===== src/rtl/idex_stage_reg_pkg.sv =====
// Shared encodings, defaults and small helpers for the ID/EX stage register.
package idex_stage_reg_pkg;

  localparam int DATA_W_DEF = 32;
  localparam int CTRL_W_DEF = 16;

  localparam logic [5:0] OP_RTYPE   = 6'b000000;
  localparam logic [5:0] FUNCT_JR   = 6'b001000;
  localparam logic [5:0] FUNCT_JALR = 6'b001001;

  typedef enum logic [1:0] {
    MTR_ALU  = 2'b00,
    MTR_MEM  = 2'b01,
    MTR_LINK = 2'b10
  } memtoReg_e;

  typedef enum logic {
    RUN   = 1'b0,
    STALL = 1'b1
  } mode_e;

  // Narrow, fixed-width part of the ID/EX register; wide data fields live beside it.
  typedef struct packed {
    logic       valid;
    logic [5:0] opCode;
    logic [5:0] funct;
    logic [4:0] rs;
    logic [4:0] rt;
    logic       usesRt;
    logic       regWr;
    logic [4:0] regWrAddr;
    logic       memRead;
    logic       memWr;
    logic [1:0] memtoReg;
  } idexCtl_t;

  function automatic logic [31:0] satInc32(input logic [31:0] v);
    return (v == 32'hFFFF_FFFF) ? v : v + 32'd1;
  endfunction

endpackage


===== src/rtl/idex_stage_reg_load_use_detect.sv =====
// Load-use / jr-after-load hazard detector: returns bubbles needed (0..2) for the ID instruction.
module load_use_detect
  import idex_stage_reg_pkg::*;
(
  input  logic       en,
  input  logic       idValid,
  input  logic [5:0] idOpCode,
  input  logic [5:0] idFunct,
  input  logic [4:0] idRs,
  input  logic [4:0] idRt,
  input  logic       idUsesRt,
  input  logic       exMemRead,
  input  logic [4:0] exRegWrAddr,
  input  logic       memMemRead,
  input  logic [4:0] memRegWrAddr,
  output logic [1:0] need
);

  logic isJr, exHitRs, exHitRt, memHitRs, loadUse;

  assign isJr     = (idOpCode == OP_RTYPE) && (idFunct == FUNCT_JR || idFunct == FUNCT_JALR);
  assign exHitRs  = exMemRead && (exRegWrAddr != 5'd0) && (exRegWrAddr == idRs);
  assign exHitRt  = exMemRead && (exRegWrAddr != 5'd0) && (exRegWrAddr == idRt) && idUsesRt;
  assign memHitRs = memMemRead && (memRegWrAddr != 5'd0) && (memRegWrAddr == idRs);
  // A store matching only on rt has idUsesRt=0; its data is forwarded later instead.
  assign loadUse  = exHitRs || exHitRt;

  always_comb begin
    need = 2'd0;
    if (en && idValid) begin
      if (loadUse) need = 2'd1;
      // jr resolves its target in ID, so a load still in EX costs an extra slot.
      if (isJr) begin
        if (exHitRs)       need = 2'd2;
        else if (memHitRs) need = 2'd1;
      end
    end
  end

endmodule


===== src/rtl/idex_stage_reg.sv =====
// ID/EX pipeline register with load-use bubble insertion and front-end hold.
module idex_stage_reg
  import idex_stage_reg_pkg::*;
#(
  parameter int DATA_W = DATA_W_DEF,
  parameter int CTRL_W = CTRL_W_DEF
) (
  input  logic              clk,
  input  logic              reset,
  input  logic              ID_Valid,
  input  logic [5:0]        ID_OpCode,
  input  logic [5:0]        ID_Funct,
  input  logic [4:0]        ID_Rs,
  input  logic [4:0]        ID_Rt,
  input  logic              ID_UsesRt,
  input  logic              ID_RegWr,
  input  logic [4:0]        ID_RegWrAddr,
  input  logic              ID_MemRead,
  input  logic              ID_MemWr,
  input  logic [1:0]        ID_MemtoReg,
  input  logic [CTRL_W-1:0] ID_Ctrl,
  input  logic [DATA_W-1:0] ID_PC,
  input  logic [DATA_W-1:0] ID_RsData,
  input  logic [DATA_W-1:0] ID_RtData,
  input  logic [DATA_W-1:0] ID_Imm,
  input  logic              EXMEM_MemRead,
  input  logic [4:0]        EXMEM_RegWrAddr,
  input  logic              Stall_In,
  input  logic              Flush,
  output logic              IDEX_Valid,
  output logic [5:0]        IDEX_OpCode,
  output logic [5:0]        IDEX_Funct,
  output logic [4:0]        IDEX_Rs,
  output logic [4:0]        IDEX_Rt,
  output logic              IDEX_UsesRt,
  output logic              IDEX_RegWr,
  output logic [4:0]        IDEX_RegWrAddr,
  output logic              IDEX_MemRead,
  output logic              IDEX_MemWr,
  output logic [1:0]        IDEX_MemtoReg,
  output logic [CTRL_W-1:0] IDEX_Ctrl,
  output logic [DATA_W-1:0] IDEX_PC,
  output logic [DATA_W-1:0] IDEX_RsData,
  output logic [DATA_W-1:0] IDEX_RtData,
  output logic [DATA_W-1:0] IDEX_Imm,
  output logic              Stall_Front,
  output logic [31:0]       Bubble_Cnt
);

  idexCtl_t          ctlQ, ctlNxt, ctlId;
  logic [CTRL_W-1:0] ctrlQ, ctrlNxt;
  logic [DATA_W-1:0] pcQ, pcNxt, rsDQ, rsDNxt, rtDQ, rtDNxt, immQ, immNxt;
  logic [1:0]        cnt, cntNxt, need;
  logic [31:0]       bubbleCnt, bubbleCntNxt;
  mode_e             mode;

  assign mode = (cnt != 2'd0) ? STALL : RUN;

  load_use_detect uDetect (
    .en           (mode == RUN),
    .idValid      (ID_Valid),
    .idOpCode     (ID_OpCode),
    .idFunct      (ID_Funct),
    .idRs         (ID_Rs),
    .idRt         (ID_Rt),
    .idUsesRt     (ID_UsesRt),
    .exMemRead    (ctlQ.memRead),
    .exRegWrAddr  (ctlQ.regWrAddr),
    .memMemRead   (EXMEM_MemRead),
    .memRegWrAddr (EXMEM_RegWrAddr),
    .need         (need)
  );

  assign Stall_Front = Stall_In || (mode == STALL) || (need != 2'd0);

  assign ctlId = '{valid: ID_Valid, opCode: ID_OpCode, funct: ID_Funct, rs: ID_Rs,
                   rt: ID_Rt, usesRt: ID_UsesRt, regWr: ID_RegWr, regWrAddr: ID_RegWrAddr,
                   memRead: ID_MemRead, memWr: ID_MemWr, memtoReg: ID_MemtoReg};

  always_comb begin
    ctlNxt       = ctlQ;
    ctrlNxt      = ctrlQ;
    pcNxt        = pcQ;
    rsDNxt       = rsDQ;
    rtDNxt       = rtDQ;
    immNxt       = immQ;
    cntNxt       = cnt;
    bubbleCntNxt = bubbleCnt;
    if (Flush) begin
      ctlNxt = '0; ctrlNxt = '0; pcNxt = '0; rsDNxt = '0; rtDNxt = '0; immNxt = '0;
      cntNxt = 2'd0;
    end else if (Stall_In) begin
      cntNxt = cnt;
    end else if (mode == STALL || need != 2'd0) begin
      ctlNxt = '0; ctrlNxt = '0; pcNxt = '0; rsDNxt = '0; rtDNxt = '0; immNxt = '0;
      cntNxt       = (mode == STALL) ? cnt - 2'd1 : need - 2'd1;
      bubbleCntNxt = satInc32(bubbleCnt);
    end else begin
      ctlNxt = ctlId; ctrlNxt = ID_Ctrl; pcNxt = ID_PC;
      rsDNxt = ID_RsData; rtDNxt = ID_RtData; immNxt = ID_Imm;
    end
  end

  always_ff @(posedge clk) begin
    if (reset) begin
      ctlQ      <= '0;
      ctrlQ     <= '0;
      pcQ       <= '0;
      rsDQ      <= '0;
      rtDQ      <= '0;
      immQ      <= '0;
      cnt       <= 2'd0;
      bubbleCnt <= 32'd0;
    end else begin
      ctlQ      <= ctlNxt;
      ctrlQ     <= ctrlNxt;
      pcQ       <= pcNxt;
      rsDQ      <= rsDNxt;
      rtDQ      <= rtDNxt;
      immQ      <= immNxt;
      cnt       <= cntNxt;
      bubbleCnt <= bubbleCntNxt;
    end
  end

  assign IDEX_Valid     = ctlQ.valid;
  assign IDEX_OpCode    = ctlQ.opCode;
  assign IDEX_Funct     = ctlQ.funct;
  assign IDEX_Rs        = ctlQ.rs;
  assign IDEX_Rt        = ctlQ.rt;
  assign IDEX_UsesRt    = ctlQ.usesRt;
  assign IDEX_RegWr     = ctlQ.regWr;
  assign IDEX_RegWrAddr = ctlQ.regWrAddr;
  assign IDEX_MemRead   = ctlQ.memRead;
  assign IDEX_MemWr     = ctlQ.memWr;
  assign IDEX_MemtoReg  = ctlQ.memtoReg;
  assign IDEX_Ctrl      = ctrlQ;
  assign IDEX_PC        = pcQ;
  assign IDEX_RsData    = rsDQ;
  assign IDEX_RtData    = rtDQ;
  assign IDEX_Imm       = immQ;
  assign Bubble_Cnt     = bubbleCnt;

endmodule


===== config.mk =====
export PLATFORM = sky130hd
export DESIGN_NAME = idex_stage_reg
export DESIGN_NICKNAME = d
export VERILOG_FILES = /design/src/rtl/idex_stage_reg_pkg.sv /design/src/rtl/idex_stage_reg_load_use_detect.sv /design/src/rtl/idex_stage_reg.sv
export SDC_FILE = /design/constraint.sdc
export NUM_CORES = 1
export LEC_CHECK = 0
export BUFFER_PORTS_ARGS = -buffer_cell sky130_fd_sc_hd__buf_2
export CORE_AREA = 2 2 156 158
export CTS_CLUSTER_DIAMETER = 50
export CTS_CLUSTER_SIZE = 8
export DETAILED_ROUTE_END_ITERATION = 10
export DIE_AREA = 0 0 158 160
export PLACE_DENSITY_LB_ADDON = 0.2
export SYNTH_ARGS = -nofsm -noshare
export SYNTH_HDL_FRONTEND = slang
export SYNTH_HIERARCHICAL = 1
export SYNTH_SLANG_ARGS = --single-unit

===== constraint.sdc =====
create_clock -name clk -period 4.3 [get_ports clk]
set_input_delay 0.215 -clock clk [delete_from_list [all_inputs] [get_ports clk]]
set_output_delay 0.215 -clock clk [all_outputs]
set_load 0.01 [all_outputs]

# Yosys cells after proc, flatten, opt, wreduce, memory -nomap -nowiden
# Index checks and enable logic that the tools add are counted.
# word_totals
reg_bits	212
latch_bits	0
ramBits	0
mem_bits_ro	0
output_inout_bits	211
word_cells	65
memories	0
# op_classes
addsub	3
mul	0
div	0
n_lt_le_gt_ge	0
eq_ne	6
shifts	0
muxes	13
n_bitwise	4
n_reduce_logical	21
# ops
operator	n
$mux W32	4
$mux W34	1
$add A32 B1 Y32 const B	1
$eq A32 B32 Y1 const B	1
$mux W16	1
$eq A5 B5 Y1	3
$eq A6 B4 Y1 const B	2
$reduce_bool A5 Y1	2
$logic_and A1 B1 Y1	8
$mux W2	4
$logic_not A6 Y1	1
$logic_or A1 B1 Y1	5
$not A1 Y1	4
$reduce_and A4 Y1	1
$reduce_bool A2 Y1	2
$sub A2 B1 Y2 const B	2
$mux W1	3
$reduce_and A2 Y1	1
$reduce_or A2 Y1	1

# Logic depth before layout (Yosys ltp)
# Gate-level depths: netlist of run 1.
# logic_depth
ltp_word	13
ltp_mapped	12
ltp_nobuf	10

# Cells and area by module
# The synthesis of run 1 kept the hierarchy.
# by_module_without_submodules
mod	n_inst	cells_each	area_per_inst_um2	seq_area_each_um2
idex_stage_reg	1	804	7524.7	4244.1
load_use_detect	1	37	282.8	0.0

# Least setup slack after synthesis of run 1
# OpenSTA, ideal clock, no wires.
# synth_path
path_kind	flip-flop to flip-flop
from	reg ctlQ, in the netlist IDEX_RegWrAddr[2]
to	reg bubbleCnt[31] (netlist: Bubble_Cnt[31])
setup_time_ps	121
t_arrival_ps	3059
t_required_ps	4179
slack_ps	1120
path_stages_with_launch	12
path_buffers	1
synth_period_minus_slack_ps	3180
cell_sequence	dfxtp_1 > xor2_1 > or4_4 > nor4_2 > a31oi_1 > a21boi_1 > nor4_1 > or4_1 > or4_1 > buf_2 > nor4_1 > mux2_2
# synth_between
elab_chain_cells	13
word_cells_on_any_way	16
# synth_rtl
element	line	source
start, declared	idex_stage_reg.sv:50	idexCtl_t ctlQ, ctlNxt, ctlId;
start signal, assigned	idex_stage_reg.sv:115	ctlQ <= ctlNxt;
$reduce_bool A5 Y1	idex_stage_reg_load_use_detect.sv:22, idex_stage_reg_load_use_detect.sv:23	
$logic_and A1 B1 Y1	idex_stage_reg_load_use_detect.sv:22, idex_stage_reg_load_use_detect.sv:23	
$logic_and A1 B1 Y1 (2 in a row)	idex_stage_reg_load_use_detect.sv:23	assign exHitRt = exMemRead && (exRegWrAddr != 5'd0) && (exRegWrAddr == idRt) && idUsesRt;
$logic_or A1 B1 Y1	idex_stage_reg_load_use_detect.sv:26	assign loadUse = exHitRs || exHitRt;
$mux W1	idex_stage_reg_load_use_detect.sv:31	if (loadUse) need = 2'd1;
$mux W1	idex_stage_reg_load_use_detect.sv:35	else if (memHitRs) need = 2'd1;
$mux W2	idex_stage_reg_load_use_detect.sv:34	if (exHitRs) need = 2'd2;
$mux W2 (*)	idex_stage_reg_load_use_detect.sv:33	if (isJr) begin
$mux W2 (*)	idex_stage_reg_load_use_detect.sv:30	if (en && idValid) begin
named net need[0]	idex_stage_reg.sv:53	logic [1:0] cnt, cntNxt, need;
$reduce_bool A2 Y1 (*)	idex_stage_reg.sv:94	end else if (mode == STALL || need != 2'd0) begin
$logic_or A1 B1 Y1 (*)	idex_stage_reg.sv:94	
$reduce_and A4 Y1 (no source line) (*)	-	
end signal, assigned	idex_stage_reg.sv:122	bubbleCnt <= bubbleCntNxt;
end, declared	idex_stage_reg.sv:54	logic [31:0] bubbleCnt, bubbleCntNxt;
# The timed path passes the listed nets; every way through them passes the cells marked *.
# A chain may end at the register's enable or synchronous reset.

# Worst setup path in the final report of run 1
# layout_path
from	in ID_Rt[3]
to	reg bubbleCnt[31] (netlist: Bubble_Cnt[31])
# layout_between
elab_chain_cells	12
# layout_rtl
element	line	source
start, declared	idex_stage_reg.sv:14	input logic [4:0] ID_Rt,
$eq A5 B5 Y1 (*)	idex_stage_reg_load_use_detect.sv:23	
$logic_and A1 B1 Y1 (*) (2 in a row)	idex_stage_reg_load_use_detect.sv:23	
$logic_or A1 B1 Y1 (*)	idex_stage_reg_load_use_detect.sv:26	
$mux W1 (*)	idex_stage_reg_load_use_detect.sv:31	
$mux W1	idex_stage_reg_load_use_detect.sv:35	
$mux W2	idex_stage_reg_load_use_detect.sv:34	
$mux W2 (*)	idex_stage_reg_load_use_detect.sv:33	
$mux W2 (*)	idex_stage_reg_load_use_detect.sv:30	
named net need[0]	idex_stage_reg.sv:53	
$reduce_bool A2 Y1 (*)	idex_stage_reg.sv:94	
$logic_or A1 B1 Y1 (*)	idex_stage_reg.sv:94	
$reduce_and A4 Y1 (no source line) (*)	-	
# Marks and branches as above.

==> results of run 1 <==
power by group through the flow:
| stage | registers (mW) | logic (mW) | clock network (mW) |
|---|---|---|---|
| finish | 2.05 | 0.518 | 2.50 |
| detailed placement | 2.09 | 0.390 | 0 |
| CTS | 2.05 | 0.514 | 2.57 |
| floorplan | 2.11 | 0.174 | 0 |
| global route | 2.05 | 0.560 | 2.65 |
| global placement | 2.09 | 0.387 | 0 |
sequential cells by signal (all words and copies together), names as in the netlist, 2 cells and up:
register,cells
IDEX_Rt,5
IDEX_Funct,6
cnt,2
IDEX_OpCode,6
IDEX_PC,32
IDEX_MemtoReg,2
Bubble_Cnt,32
IDEX_RtData,32
IDEX_Ctrl,16
IDEX_Rs,5
IDEX_RsData,32
IDEX_RegWrAddr,5
IDEX_Imm,32
metal layers:
metal / global-route usage, % / routed length (um) / share of wire (%)
met5: 0 / 0 / 0
met4: 8.76 / 965 / 3.4
met3: 6.49 / 2280 / 8.0
met2: 36.5 / 13900 / 49
met1: 25.1 / 11400 / 40
worst paths after layout:
path	startpoint	endpoint
min	ID_Rt[4]	IDEX_Rt[4]
min reg2reg	Bubble_Cnt[22]	Bubble_Cnt[22]
max	ID_Rt[3]	Bubble_Cnt[31]
max reg2reg	IDEX_RegWrAddr[2]	Bubble_Cnt[31]
area by class of cell:
| cell class | count | area share (%) |
|---|---|---|
| Sequential cell | 212 | 33.4 |
| Timing Repair Buffer | 571 | 29.5 |
| Multi-Input combinational cell | 550 | 25.6 |
| Clock buffer | 45 | 7.67 |
| Tap cell | 324 | 3.19 |
| Clock inverter | 3 | 0.315 |
| Inverter | 10 | 0.295 |
| Antenna cell | 2 | 0.0394 |
layout by cell type (no fill, tap or decap), types with 12 or more instances in the layout:
| master | n |
|---|---|
| a21oi_1 | 28 |
| a22oi_1 | 178 |
| buf_2 | 397 |
| clkbuf_16 | 37 |
| dfxtp_1 | 212 |
| dlygate4sd3_1 | 166 |
| nand2_1 | 17 |
| nand3_1 | 12 |
| nor2_1 | 188 |
| o21ai_0 | 14 |
| o31ai_1 | 13 |
| or3_1 | 12 |
| or4_1 | 17 |
| xor2_1 | 12 |
what timing repair did:
| item | CTS | global route |
|---|---|---|
| setup buffers | 0 | 0 |
| hold buffers | 166 | 0 |
| gates resized for setup | 0 | 0 |
| hold endpoints to repair | 166 | 0 |
cell families (layout without fill, tap and decap cells):
| logic type | after synthesis | after routing |
|---|---|---|
| adder cells (fa/ha/maj) | 1 | 1 |
| flip-flops | 212 | 212 |
| buffers and inverters | 79 | 629 |
| AND/OR/NAND/NOR | 289 | 289 |
| AO/OA/AOI/OAI | 241 | 241 |
| other | 0 | 2 |
| multiplexers | 3 | 3 |
| XOR/XNOR | 16 | 16 |
worst max-delay path: stages:
cell and delay, ps:
dlygate4sd3_1 540, buf_2 150, xor2_1 140, or4_4 520, nor4_2 160, a31oi_1 60
a21boi_1 240, nor4_1 80, buf_4 150, or4_1 460, or4_1 560, nor4_1 240
mux2_2 360
==> impl_metrics.json, run 1 <==
{
  "drv_cap": 0,
  "period_needed_ps": 3500,
  "antenna_found_initial": 2,
  "core_sq_um": 23800,
  "die_h_um": 160,
  "p_total_mw": 5.07,
  "gp_congestion": 0.783,
  "area_growth_pct": 62.9,
  "drt_pass1_iterations": 5,
  "numCtsBuffers": 34,
  "placed_cell_area_sq_um": 10000,
  "outcome": "finished, final reports clean",
  "drive_above_1_share_pct": 33.4,
  "synth_top_family_by_area": "compound AO/OA/AOI/OAI gates",
  "die_w_um": 158,
  "skew_ps": 10.9,
  "vdd_drop_max_v": 0.000285,
  "cts_tree": "yes",
  "multi_input_area_sq_um": 3260,
  "io_pins": 399,
  "yosys.area_share.xor_xnor_pct": 1.79,
  "final-hold-violation-count": 0,
  "place_inst": 1501,
  "yosysSeqAreaShare_pct": 54.4,
  "drc": 0,
  "maxSlewViolCount": 0,
  "grt_max_degree": 181,
  "min_period_over_period_pct": 81.4,
  "final_area_sq_um": 12700,
  "critPathLaunchType": "primary input",
  "nets": 1568,
  "r2r_cells": 11,
  "synth_flop_cell": "dfxtp_1",
  "cts_root_buf": "clkbuf_16",
  "first_iter_violations": 685,
  "synth_area_leaders": "dfxtp_1 (54%), a22oi_1 (17%), nor2_1 (9.0%)",
  "synth_edf_count": 0,
  "clockPowerShare_pct": 49.3,
  "yosysMostFrequentCell": "dfxtp_1",
  "synthAdderAreaFrac_pct": 0.160,
  "p_comb_share_pct": 10.2,
  "antenna_left": 0,
  "via_per_inst": 4.96,
  "netlist_instances": 841,
  "clkTransAtPathRegs_ps": 50,
  "fillers": 2247,
  "path_max_fanout": 9,
  "worstPathRequired_ps": 4670,
  "endpoint_kind": "flop",
  "crit_type": "in -> reg",
  "fp-row-count": 57,
  "reg2reg_slack_ps": 810,
  "tightest_slew_ps": 952,
  "yosys.area_share.simple_pct": 17.3,
  "synthMuxAreaShare_pct": 0.401,
  "clock-sinks": 212,
  "p_sw_mw": 1.16,
  "synth_compound_area_share_pct": 21.9,
  "power_density_nw_per_um2": 398,
  "ys_top_cells_by_count": "dfxtp_1 (212), nor2_1 (188), a22oi_1 (178)",
  "synth_top_cell_area_share_pct": 54.4,
  "swShare_pct": 22.8,
  "wl_per_cell_um": 16.6,
  "fin_ws_ps": 799,
  "synthArstFlopShare_pct": 0,
  "die_area_sq_um": 25300,
  "ys_types": 50,
  "yosysTopAreaCell": "dfxtp_1",
  "totalWireLength_um": 28500,
  "synth_warnings": 6,
  "clockBufferDepth": 3,
  "max_slew_margin_pct": 36.5,
  "fin_util_pct": 53.4,
  "dr_total_vias": 8515,
  "whs_ps": 15.3,
  "max_freq_mhz": 286,
  "arrival_ps": 3880,
  "setup_viol": 0,
  "io_buffer_count": 398,
  "grt_usage_pct": 21.5,
  "dp_hpwl_um": 17900,
  "syn_nets": 1030,
  "syn_area_per_cell_sq_um": 9.28,
  "seqPwrFrac_pct": 40.5,
  "stdcell_count": 1717,
  "post-place-ws_ps": 817,
  "grt_pass1_wl_um": 43900,
  "grt_pass1_vias": 8465,
  "rsz0062_at_grt": "no",
  "p_leak_nw": 5.81,
  "internal_power_mw": 3.91,
  "synthesis.area_sq_um": 7810,
  "clock_latency_ps": 490,
  "synth_seq_cells": 212,
  "overflow": 0,
  "holdCritPathClass": "in -> reg",
  "seq_area_sq_um": 4240,
  "finalSetupTns_ps": 0,
  "initial_core_util_pct": 32.8,
  "holdPathStages": 3,
  "h-tree-depth": 2
}
Power figures use the tool's default switching activity.
==> inputs of run 2 (changes only) <==
--- a/config.mk
+++ b/config.mk
@@ -6,11 +6,11 @@
 export NUM_CORES = 1
 export LEC_CHECK = 0
 export BUFFER_PORTS_ARGS = -buffer_cell sky130_fd_sc_hd__buf_2
-export CORE_AREA = 2 2 156 158
+export CORE_AREA = 2 2 154 156
 export CTS_CLUSTER_DIAMETER = 50
 export CTS_CLUSTER_SIZE = 8
 export DETAILED_ROUTE_END_ITERATION = 10
-export DIE_AREA = 0 0 158 160
+export DIE_AREA = 0 0 156 158
 export PLACE_DENSITY_LB_ADDON = 0.2
 export SYNTH_ARGS = -nofsm -noshare
 export SYNTH_HDL_FRONTEND = slang
==> constraint.sdc (replaced) <==
create_clock -name clk -period 3 [get_ports clk]
set_input_delay 0.15 -clock clk [delete_from_list [all_inputs] [get_ports clk]]
set_output_delay 0.15 -clock clk [all_outputs]
set_load 0.01 [all_outputs]
==> impl_metrics.json, run 2 (same netlist as run 1, synthesis figures left out) <==
{
  "outcome": "finished with violations",
  "violations": "negative setup slack",
  "fp-row-count": 56,
  "hold_path_end": "Bubble_Cnt[15]",
  "die_w_um": 156,
  "holdPathStages": 5,
  "numCtsBuffers": 31,
  "max_freq_mhz": 314,
  "slowest_delay_ps": 550,
  "grt_usage_pct": 21.4,
  "cp_top_family": "simple AND/OR/NAND/NOR gates",
  "layout_common_cells": "buf_2 (398), dfxtp_1 (208), nor2_1 (188)",
  "cp_slowest_cell": "or4_4",
  "worstPathRequired_ps": 3470,
  "setup_viol": 20,
  "gp_congestion": 0.793,
  "reg2reg_slack_ps": -180,
  "p_total_mw": 6.79,
  "r2r_end": "Bubble_Cnt[29]",
  "seq_area_sq_um": 4250,
  "io_pins": 399,
  "initial_core_util_pct": 33.9,
  "fillers": 1996,
  "cts_root_buf": "clkbuf_16",
  "totalWireLength_um": 28800,
  "final-hold-violation-count": 0,
  "nets": 1632,
  "dp_hpwl_um": 18300,
  "clkTransAtPathRegs_ps": 50,
  "maxSlewViolCount": 0,
  "drv_cap": 0,
  "first_iter_violations": 524,
  "min_from": "Stall_In",
  "holdCritPathClass": "in -> reg",
  "min_period_over_period_pct": 106,
  "post-place-ws_ps": -298,
  "max_slew_margin_pct": 30.6,
  "arrival_ps": 3650,
  "path_cells": "xor2_1, or4_4, nor4_4, a31oi_1, a21boi_2, nor4_4, or4_1, or4_4, or4_1, a21oi_1",
  "via_per_inst": 5.08,
  "cts_tree": "yes",
  "cp_num_buf_inv": 0,
  "clockBufferDepth": 3,
  "multi_input_area_sq_um": 3430,
  "clock_latency_ps": 540,
  "p_leak_nw": 6.13,
  "antenna_found_initial": 1,
  "power_density_nw_per_um2": 510,
  "critPathLaunchType": "flop",
  "endpoint_kind": "flop",
  "skew_ps": 10.8,
  "r2r_cells": 10,
  "area_growth_pct": 70.6,
  "h-tree-depth": 1,
  "grt_pass1_wl_um": 43100,
  "overflow": 0,
  "tightest_slew_ps": 1040,
  "path_max_fanout": 7,
  "final_common_cell": "buf_2",
  "period_needed_ps": 3180,
  "crit_type": "reg -> reg",
  "die_area_sq_um": 24600,
  "rsz0062_at_grt": "yes",
  "drc": 0,
  "wl_per_cell_um": 16.6,
  "core_sq_um": 23100,
  "grt_pass1_vias": 8428,
  "dr_total_vias": 8832,
  "clock-sinks": 212,
  "drive_above_1_share_pct": 37.2,
  "drt_pass1_iterations": 8,
  "regToRegStartpoint": "IDEX_RegWrAddr[2]",
  "vdd_drop_max_v": 0.000350,
  "placed_cell_area_sq_um": 10400,
  "grt_max_degree": 98,
  "die_h_um": 158,
  "antenna_left": 0,
  "io_buffer_count": 398,
  "fin_ws_ps": -182,
  "final_area_sq_um": 13300,
  "finalSetupTns_ps": -1450
}
run 2: worst max path at each step:
stage	start	end	slack, ps	depth (start not counted)
detailed placement	IDEX_RegWrAddr[2]	Bubble_Cnt[31]	-300	11
global placement	IDEX_RegWrAddr[2]	Bubble_Cnt[31]	-220	11
floorplan	IDEX_RegWrAddr[2]	Bubble_Cnt[31]	-50	11
finish	IDEX_RegWrAddr[2]	Bubble_Cnt[29]	-180	10
CTS	IDEX_RegWrAddr[2]	Bubble_Cnt[29]	-170	10
global route	IDEX_RegWrAddr[2]	Bubble_Cnt[29]	-320	10
run 2: stage by stage:
step	hold slack, ps	utilization [%]	instances
final	96.5	57.8	1739
after global routing	89.8	57.8	1738
after floorplan	294	-	841
after CTS	70.3	56.7	1722
after global placement	378	45.0	1503
after detailed placement	389	45.0	1503
run 2: area by class of cell:
class / count / share of cell area [%]
clock buffer: 35 / 6.09
timing repair buffer: 637 / 33.1
tap: 290 / 2.72
inverter: 10 / 0.282
antenna: 1 / 0.0188
multi-input combinational: 551 / 25.8
sequential: 212 / 31.9
clock inverter: 3 / 0.141
run 2: power breakdown:
part / switching [mW] / total [mW] / internal (mW)
registers: 0.0402 / 2.94 / 2.90
clock network: 1.18 / 3.04 / 1.86
logic: 0.376 / 0.814 / 0.438
total: 1.60 / 6.79 / 5.20
run 2: worst min-delay path, delay by kind of cell:
family | cells | cell delay [ps]
simple gates | 2 | 180
compound gates | 2 | 150
buf+inv | 1 | 100
run 2: per-layer routing:
layer  share of wire (%)  track usage [%]
met5                   0                0
met4                 3.9             9.26
met3                 7.5             5.58
met2                  49             36.7
met1                  39             25.2
run 2: repair_timing:
action                     in CTS  in global routing
hold buffers                  178                  0
hold endpoints to repair      178                  0
setup buffers                   3                 13
cloned                          0                  3
pin swaps                       8                 17
setup endpoints to repair      17                 31
gates resized for setup        12                 26
==> inputs of run 3 (changes only) <==
--- a/config.mk
+++ b/config.mk
@@ -6,13 +6,12 @@
 export NUM_CORES = 1
 export LEC_CHECK = 0
 export BUFFER_PORTS_ARGS = -buffer_cell sky130_fd_sc_hd__buf_2
-export CORE_AREA = 2 2 154 156
+export CORE_AREA = 2 2 155 157
 export CTS_CLUSTER_DIAMETER = 50
 export CTS_CLUSTER_SIZE = 8
 export DETAILED_ROUTE_END_ITERATION = 10
-export DIE_AREA = 0 0 156 158
+export DIE_AREA = 0 0 157 159
 export PLACE_DENSITY_LB_ADDON = 0.2
 export SYNTH_ARGS = -nofsm -noshare
 export SYNTH_HDL_FRONTEND = slang
-export SYNTH_HIERARCHICAL = 1
 export SYNTH_SLANG_ARGS = --single-unit
==> impl_metrics.json, run 3 <==
{
  "grt_pass1_vias": 7332,
  "arrival_ps": 3000,
  "syn_nets": 824,
  "path_max_fanout": 55,
  "wl_per_cell_um": 16.7,
  "cp_slowest_cell": "or4_1",
  "overflow": 0,
  "grt_usage_pct": 19.3,
  "outcome": "finished, final reports clean",
  "grt_pass1_wl_um": 38900,
  "synth_edf_count": 0,
  "drv_cap": 0,
  "internal_power_mw": 5.60,
  "place_inst": 1311,
  "regToRegStartpoint": "IDEX_RegWrAddr[4]",
  "nets": 1398,
  "fp-row-count": 56,
  "setup_viol": 0,
  "synth_top_family_by_area": "compound AO/OA/AOI/OAI gates",
  "crit_type": "reg -> reg",
  "netlist_instances": 635,
  "p_comb_share_pct": 8.9,
  "synth_flop_cell": "dfxtp_1",
  "yosysSeqAreaShare_pct": 58.7,
  "seqPwrFrac_pct": 41.3,
  "clockPowerShare_pct": 49.9,
  "slowest_delay_ps": 520,
  "yosys.area_share.xor_xnor_pct": 1.82,
  "maxSlewViolCount": 0,
  "holdCritPathClass": "in -> reg",
  "die_h_um": 159,
  "io_pins": 399,
  "grt_max_degree": 94,
  "gp_congestion": 0.775,
  "min_period_over_period_pct": 86.2,
  "die_w_um": 157,
  "min_from": "Stall_In",
  "h-tree-depth": 2,
  "worstPathRequired_ps": 3420,
  "skew_ps": 14.0,
  "synthesis.area_sq_um": 7230,
  "area_growth_pct": 70.7,
  "synth_compound_area_share_pct": 26.2,
  "first_iter_violations": 341,
  "post_cts_buffers": 0,
  "clock_latency_ps": 490,
  "die_area_sq_um": 25000,
  "dp_hpwl_um": 16600,
  "antenna_left": 0,
  "antenna_cells": 0,
  "final-hold-violation-count": 0,
  "numCtsBuffers": 34,
  "tightest_slew_ps": 1000,
  "yosys.area_share.simple_pct": 8.50,
  "synthArstFlopShare_pct": 0,
  "antenna_found_initial": 1,
  "synth_area_leaders": "dfxtp_1 (59%), a22o_1 (22%), a21oi_1 (1.9%)",
  "final_common_cell": "buf_2",
  "vdd_drop_max_v": 0.000378,
  "path_cells": "or4_1, nor2_1, nor4_1, o31ai_1, nand2_1, nor3_4, buf_12, buf_12, a22o_1",
  "cts_tree": "yes",
  "cts_root_buf": "clkbuf_16",
  "ys_types": 36,
  "p_sw_mw": 1.54,
  "met1_usage_pct": 22.3,
  "ys_top_cells_by_count": "dfxtp_1 (212), a22o_1 (178), clkbuf_1 (30)",
  "startpoint": "IDEX_RegWrAddr[4]",
  "p_leak_nw": 5.82,
  "rsz0062_at_grt": "no",
  "initial_core_util_pct": 31.2,
  "fillers": 2026,
  "dr_total_vias": 7370,
  "power_density_nw_per_um2": 579,
  "syn_area_per_cell_sq_um": 11.4,
  "drt_pass1_iterations": 4,
  "use_met2_pct": 33.8,
  "max_slew_margin_pct": 33.3,
  "finalSetupTns_ps": 0,
  "period_needed_ps": 2580,
  "clkTransAtPathRegs_ps": 50,
  "yosysMostFrequentCell": "dfxtp_1",
  "critPathLaunchType": "flop",
  "core_sq_um": 23200,
  "synthAdderAreaFrac_pct": 0.173,
  "via_per_inst": 4.80,
  "io_buffer_count": 398,
  "layout_common_cells": "buf_2 (398), dfxtp_1 (212), dlygate4sd3_1 (181)",
  "totalWireLength_um": 25600,
  "synth_top_cell_area_share_pct": 58.7,
  "max_freq_mhz": 387,
  "swShare_pct": 21.6,
  "synth_warnings": 0,
  "globalRouteMet3Util_pct": 5.33,
  "path_common_cell": "buf_12",
  "synth_seq_cells": 212,
  "clock-sinks": 212,
  "drc": 0,
  "yosysTopAreaCell": "dfxtp_1",
  "synthMuxAreaShare_pct": 0.762,
  "busiest_layer": "met2",
  "stdcell_count": 1537,
  "drive_above_1_share_pct": 37.6,
  "endpoint_kind": "flop",
  "clockBufferDepth": 3
}
[run 3: changes by cell type in the layout (fill, tap and decap cells not counted), moves of 6 or more]
cell and change:
nand2_1 -7, o21ai_0 +7, buf_4 -34, or3_1 +9, xor2_1 -6, a22oi_1 -178
a22o_1 +178, nor2_1 -173, or4_4 -9, buf_6 -9
[run 3: logic make-up (layout without fill, tap and decap cells)]
| group | after synthesis | in the layout |
|---|---|---|
| buffers and inverters | 57 | 640 |
| flip-flops | 212 | 212 |
| adder cells (fa/ha/maj) | 1 | 1 |
| AO/OA/AOI/OAI | 237 | 237 |
| AND/OR/NAND/NOR | 108 | 108 |
| multiplexers | 5 | 5 |
| XOR/XNOR | 15 | 15 |
[run 3: worst paths after layout]
| kind | end | slack, ps | cells after the start |
|---|---|---|---|
| hold / removal | cnt[0] | 40 | 3 |
| hold reg to reg | IDEX_Funct[1] | 470 | 1 |
| setup reg to reg | IDEX_RsData[15] | 420 | 9 |
| setup / recovery | IDEX_RsData[15] | 420 | 9 |
[run 3: what timing repair did]
| action | in CTS | in global routing |
|---|---|---|
| endpoints found under the hold margin | 180 | 0 |
| gates resized for setup | 0 | 0 |
| hold buffers | 181 | 0 |
[run 3: cell type report]
type | instances | area (sq um) | share of cell area, %
well taps | 319 | 399 | 3.24
repair buffers | 590 | 3950 | 32.0
clock buffers | 42 | 975 | 7.90
inverters | 5 | 18.8 | 0.152
clock inverters | 3 | 42.5 | 0.345
multi-input cells | 366 | 2710 | 22.0
flip-flops and latches | 212 | 4240 | 34.4
[run 3: layer usage]
layer	routed length, um	up-vias
li1	-	3572
met1	10400	3434
met2	12500	297
met3	1950	65
met4	745	2
met5	13	-
[run 3: metrics by stage]
stage	total power [mW]	instance area (sq um)	util (%)	hold WS [ps]	setup WS (ps)
detailed placement	3.44	9510	41.0	362	414
floorplan	3.18	7230	-	229	740
global placement	3.43	9510	41.0	358	513
global route	7.40	12300	53.2	38.4	206
CTS	7.21	12300	53.2	16.5	388
finish	7.14	12300	53.2	38.6	415
[run 3: critical path: cells and delay by family (launching register included)]
family	cells	cell delay, ps
AOI/OAI and AO/OA	2	520
buffers and inverters	2	480
DFF	1	350
and+or+nand+nor	5	1120
[run 3: power by group through the flow]
stage	logic (mW)	registers (mW)	clock network, mW
global route	0.681	2.95	3.77
finish	0.632	2.95	3.56
detailed placement	0.439	3.00	0
global placement	0.437	3.00	0
CTS	0.631	2.94	3.64
floorplan	0.146	3.03	0
